--- src/rtl/reservation_station_pkg.sv ---
// rtl/reservation_station_pkg.sv - shared rename/reservation-station types and defaults
package reservation_station_pkg;

    localparam int REG_ADDR_LEN    = 6;
    localparam int RS_SIZE_DEFAULT = 8;
    localparam int RS_FUNC_LEN     = 4;

    typedef struct packed {
        logic [REG_ADDR_LEN-1:0] src1;
        logic [REG_ADDR_LEN-1:0] src2;
        logic [REG_ADDR_LEN-1:0] dest;
    } PHYS_REG;

    typedef struct packed {
        logic                   valid;
        PHYS_REG                phys_reg;
        logic [RS_FUNC_LEN-1:0] func;
        logic                   rdy1;
        logic                   rdy2;
    } RS_ENTRY;

    function automatic logic tag_hit(
        input logic                    bus_valid,
        input logic [REG_ADDR_LEN-1:0] bus_tag,
        input logic [REG_ADDR_LEN-1:0] src_tag
    );
        return bus_valid && (bus_tag == src_tag);
    endfunction

endpackage

--- src/rtl/reservation_station_select.sv ---
// rtl/reservation_station_select.sv - lowest-index priority encoder (rs_select)
module rs_select #(
    parameter  int N = 8,
    localparam int W = (N > 1) ? $clog2(N) : 1
) (
    input  logic [N-1:0] req,
    output logic         found,
    output logic [W-1:0] idx
);

    // Scan downward so the last assignment wins with the lowest set index.
    always_comb begin
        found = 1'b0;
        idx   = '0;
        for (int i = N - 1; i >= 0; i--) begin
            if (req[i]) begin
                found = 1'b1;
                idx   = W'(i);
            end
        end
    end

endmodule

--- src/rtl/reservation_station.sv ---
// rtl/reservation_station.sv - Tomasulo reservation station; RS_CDB_BYPASS_EN enables same-cycle CDB wakeup issue
module reservation_station
    import reservation_station_pkg::*;
#(
    parameter int RS_SIZE  = RS_SIZE_DEFAULT,
    parameter int FUNC_LEN = RS_FUNC_LEN
) (
    input  logic                         clk,
    input  logic                         reset,
    input  logic                         squash,
    input  logic                         dispatch_valid,
    output logic                         dispatch_ready,
    input  PHYS_REG                      dispatch_phys_reg,
    input  logic [FUNC_LEN-1:0]          dispatch_func,
    input  logic                         dispatch_src1_ready,
    input  logic                         dispatch_src2_ready,
    input  logic                         cdb_valid,
    input  logic [REG_ADDR_LEN-1:0]      cdb_tag,
    output logic                         issue_valid,
    input  logic                         issue_ready,
    output PHYS_REG                      issue_phys_reg,
    output logic [FUNC_LEN-1:0]          issue_func,
    output logic [$clog2(RS_SIZE):0]     rs_count
);

    localparam int IDX_W = $clog2(RS_SIZE);
    localparam int CNT_W = IDX_W + 1;

    RS_ENTRY            rs_q [RS_SIZE];
    logic [CNT_W-1:0]   count_q;
    logic [RS_SIZE-1:0] free_vec;
    logic [RS_SIZE-1:0] elig_vec;
    logic               free_found;
    logic               elig_found;
    logic [IDX_W-1:0]   free_idx;
    logic [IDX_W-1:0]   elig_idx;
    logic               do_disp;
    logic               do_issue;

    always_comb begin
        free_vec = '0;
        elig_vec = '0;
        for (int i = 0; i < RS_SIZE; i++) begin
            free_vec[i] = !rs_q[i].valid;
`ifdef RS_CDB_BYPASS_EN
            elig_vec[i] = rs_q[i].valid
                && (rs_q[i].rdy1 || tag_hit(cdb_valid, cdb_tag, rs_q[i].phys_reg.src1))
                && (rs_q[i].rdy2 || tag_hit(cdb_valid, cdb_tag, rs_q[i].phys_reg.src2));
`else
            elig_vec[i] = rs_q[i].valid && rs_q[i].rdy1 && rs_q[i].rdy2;
`endif
        end
    end

    rs_select #(.N(RS_SIZE)) u_free_sel (
        .req   (free_vec),
        .found (free_found),
        .idx   (free_idx)
    );

    rs_select #(.N(RS_SIZE)) u_issue_sel (
        .req   (elig_vec),
        .found (elig_found),
        .idx   (elig_idx)
    );

    // Occupancy is registered, so a slot freed by issue this cycle is only reusable next cycle.
    assign dispatch_ready = (count_q != CNT_W'(RS_SIZE));
    assign do_disp        = dispatch_valid && dispatch_ready && free_found;
    assign issue_valid    = elig_found;
    assign do_issue       = issue_valid && issue_ready;
    assign rs_count       = count_q;

    always_comb begin
        issue_phys_reg = '0;
        issue_func     = '0;
        if (elig_found) begin
            issue_phys_reg = rs_q[elig_idx].phys_reg;
            issue_func     = FUNC_LEN'(rs_q[elig_idx].func);
        end
    end

    always_ff @(posedge clk or posedge reset) begin
        if (reset) begin
            for (int i = 0; i < RS_SIZE; i++) begin
                rs_q[i] <= '0;
            end
            count_q <= '0;
        end else if (squash) begin
            for (int i = 0; i < RS_SIZE; i++) begin
                rs_q[i].valid <= 1'b0;
            end
            count_q <= '0;
        end else begin
            for (int i = 0; i < RS_SIZE; i++) begin
                if (rs_q[i].valid && tag_hit(cdb_valid, cdb_tag, rs_q[i].phys_reg.src1)) begin
                    rs_q[i].rdy1 <= 1'b1;
                end
                if (rs_q[i].valid && tag_hit(cdb_valid, cdb_tag, rs_q[i].phys_reg.src2)) begin
                    rs_q[i].rdy2 <= 1'b1;
                end
            end
            if (do_issue) begin
                rs_q[elig_idx].valid <= 1'b0;
            end
            // free_idx always points at an invalid entry, so it never collides with the issued one.
            if (do_disp) begin
                rs_q[free_idx].valid    <= 1'b1;
                rs_q[free_idx].phys_reg <= dispatch_phys_reg;
                rs_q[free_idx].func     <= RS_FUNC_LEN'(dispatch_func);
                rs_q[free_idx].rdy1     <= dispatch_src1_ready
                                           || tag_hit(cdb_valid, cdb_tag, dispatch_phys_reg.src1);
                rs_q[free_idx].rdy2     <= dispatch_src2_ready
                                           || tag_hit(cdb_valid, cdb_tag, dispatch_phys_reg.src2);
            end
            case ({do_disp, do_issue})
                2'b10:   count_q <= count_q + 1'b1;
                2'b01:   count_q <= count_q - 1'b1;
                default: count_q <= count_q;
            endcase
        end
    end

endmodule
--- config.mk ---
export PLATFORM = sky130hd
export DESIGN_NAME = reservation_station
export DESIGN_NICKNAME = d
export VERILOG_FILES = /design/src/rtl/reservation_station_pkg.sv /design/src/rtl/reservation_station_select.sv /design/src/rtl/reservation_station.sv
export SDC_FILE = /design/constraint.sdc
export NUM_CORES = 1
export LEC_CHECK = 0
export CORE_MARGIN = 2
export CORE_UTILIZATION = 50
export DETAILED_ROUTE_END_ITERATION = 16
export GPL_TIMING_DRIVEN = 1
export PLACE_DENSITY = 0.69
export SYNTH_ARGS = -nofsm -noshare
export SYNTH_HDL_FRONTEND = slang
export SYNTH_SLANG_ARGS = --single-unit
--- constraint.sdc ---
create_clock -name clk -period 16.9 [get_ports clk]
set_clock_uncertainty 0.1 [all_clocks]
set_input_delay 4.225 -clock clk [delete_from_list [all_inputs] [get_ports clk]]
set_output_delay 4.225 -clock clk [all_outputs]
set_load 0.01 [all_outputs]
==> metrics.txt <==
die height=152 µm; root buffer cell=clkbuf_16; Distinct cells, synth=58; total core area=0.0217 mm²; vias in the first global route=8239; largest net degree at the start of global routing=136; grt ovf=0; number of nets in the layout=1051; Post-CTS Setup Inserts=0; later-pin clock latency in the skew report=520 ps; GR Util met3=0.0456; Avg Inst Size Synth=11.1 µm²; Post-Syn Area=0.0109 mm²; WL per Instance=24.0 µm; Clock Path Buffers=3; Async S/R FF share, synth=1.00; GRT met2 Usage=0.434; HP Class=flop to flop; total CTS buffers=23; warnings from Yosys=0; # Max-Cap Violations=0; die width=152 µm; Post-DRT Antenna Nets=0; share of cells above drive strength 1=0.235; adder and majority cell fraction of the synthesized area=0.00229; largest family of logic cells by synthesized area=multiplexers; drt pass-1 iters=5; Leakage=5.60 nW; worst path bufs/invs=2; Crit Path Max Fanout=28; pre-CTS setup slack=9160 ps; Hold Path Stages=1; Post-synth EDFFs=0; synthesized flop and latch total=204; CP Capture Type=output port; Tcrit/Tclk final=0.493; # DRC=0; die area=0.0231 mm²; Antenna diodes=0; Main synth FF type=dfrtp_1; Pins Over Slew Limit=0; min Tclk post-route=8330 ps; Worst Max-Slew Pin Slew=1200 ps; mux cell area share after synthesis=0.196; R2R cell count=10; final WL=31.3 mm; top-area cell type share of the netlist area=0.466; Synth Area in Compound Gates=0.121; post-CTS resize count=0; arrival time worst endpoint=4010 ps; final setup margin=8570 ps; met1 usage=0.376; routability cong.=0.905; Initial DRC Count=819; Synth area leaders=dfrtp_1 47%, mux2_2 16%, xor2_1 5.4%, xnor2_1 3.6%, o211ai_1 3.2%; f_max=120 MHz; sequential share of the synthesized area=0.466; max_slew headroom=0.201; setup_tns=0 ps; worst vdd ir=0.0774 mV; IO Count=64; total track usage=0.271; Clock transition at path regs=60 ps; syn nets=1024; Layout area overhead=13.6%; CTS tree=yes; Via-to-Cell Ratio=6.21; Crit path max-delay family=simple AND/OR/NAND/NOR gates; htree depth=1; crit path launch type=flop; status=complete, no violations; Crit path depth=6; DP HPWL=19.7 mm; initial antenna violation count=1; Final Hold Viols=0; RSZ-0062 raised after global routing=no; I/O Buffers=63; clk sinks=204; largest area contributor in the netlist=dfrtp_1; xor/xnor share of the synthesized area=0.0896; worst path cell trace=and3_1, and2b_1, buf_4, and3_1, a21oi_1, clkdlybuf4s50_1; critical path data required time=12570 ps; busiest grt layer=met2; Setup CP Type=flop to output port; # rows=54; Pwr Density=104 mW/mm²; hold buffer count at cts=0; # setup viols final=0; Mapped Cells=986; CP peak stage delay=1010 ps; most frequent CP cell=and3_1; vias after detailed routing=8113; Critical Path Slowest Stage Cell=and3_1; first-pass GRT wire length=49.2 mm; Simple-Gate Fraction of Synth Area=0.0838; starting density of the core=0.505
cell usage in the layout, fill, tap and decap left out, types with 7 or more instances in the layout:
| cell | netlist | layout |
|---|---|---|
| a21oi_1 | 38 | 38 |
| a31oi_1 | 43 | 43 |
| and3_1 | 7 | 7 |
| buf_4 | 6 | 20 |
| clkbuf_16 | 0 | 23 |
| clkdlybuf4s50_1 | 0 | 63 |
| dfrtp_1 | 204 | 204 |
| mux2_1 | 15 | 15 |
| mux2_2 | 151 | 151 |
| mux2_4 | 11 | 11 |
| mux2i_1 | 11 | 11 |
| nand2_1 | 53 | 53 |
| nand3_1 | 11 | 11 |
| nand4_1 | 13 | 13 |
| nor2_1 | 56 | 55 |
| nor3_1 | 15 | 15 |
| nor4_1 | 12 | 12 |
| o211ai_1 | 46 | 46 |
| o21ai_0 | 50 | 50 |
| xnor2_1 | 45 | 45 |
| xor2_1 | 67 | 67 |
power by group:
group          leakage, nW  internal [mW]  switching (mW)
registers             2.72          0.538          0.0435
logic                 2.51         0.0978           0.105
clock network        0.369          0.301           0.202
through the flow:
stage / std cells / total power, mW / utilization / cell area (µm²) / hold slack [ps]
6_report: 1307 / 1.29 / 0.573 / 12400 / 383
4_1_cts: 1307 / 1.29 / 0.573 / 12400 / 383
3_3_place_gp: 1268 / 0.785 / 0.539 / 11700 / 361
3_5_place_dp: 1268 / 0.790 / 0.539 / 11700 / 370
5_1_grt: 1307 / 1.34 / 0.573 / 12400 / 409
2_1_floorplan: 986 / 0.713 / - / 10900 / 353
per-layer routing:
layer / share of wire / vias to the layer above
met5: 0.00042 / -
met4: 0.030 / 2
met3: 0.068 / 71
met2: 0.47 / 332
met1: 0.43 / 4121
li1: - / 3587
cell usage after synthesis, types with 3 or more instances:
cell	count
dfrtp_1	204
mux2_2	151
xor2_1	67
nor2_1	56
nand2_1	53
o21ai_0	50
o211ai_1	46
xnor2_1	45
a31oi_1	43
a21oi_1	38
clkbuf_1	31
buf_2	28
mux2_1	15
nor3_1	15
nand4_1	13
nor4_1	12
mux2_4	11
mux2i_1	11
nand3_1	11
and3_1	7
buf_6	7
inv_1	7
a311oi_1	6
buf_1	6
buf_4	6
a31oi_4	3
nor2_2	3
registers in the layout, summed over array words and instances, names as in the netlist:
register and flops:
rs_count 4, rs_q 200
logic make-up after synthesis:
| kind of cell | count (synthesis) |
|---|---|
| and+or+nand+nor | 188 |
| xor gates and xnor gates | 112 |
| muxes | 188 |
| buffers and inverters | 88 |
| DFF | 204 |
| adders and majority gates | 2 |
| AOI/OAI and AO/OA | 204 |
worst paths after layout:
path	start	end	slack [ps]
setup / recovery	rs_q[49]	issue_phys_reg[9]	8570
hold / removal	rs_q[4]	rs_q[4]	380
setup reg to reg	rs_q[49]	rs_count[3]	13360
hold reg to reg	rs_q[4]	rs_q[4]	380
max in group asynchronous	reset	rs_q[5]	10980
min in group asynchronous	reset	rs_q[162]	4240
cell type report:
cell class | instances | area (µm²)
Clock buffer | 32 | 659
Multi-Input combinational cell | 694 | 5420
Tap cell | 280 | 350
Fill cell | 1840 | 9250
Clock inverter | 7 | 91.3
Sequential cell | 204 | 5100
Inverter | 7 | 33.8
Timing Repair Buffer | 83 | 781
Note: power is estimated with default switching activity, not from simulation.
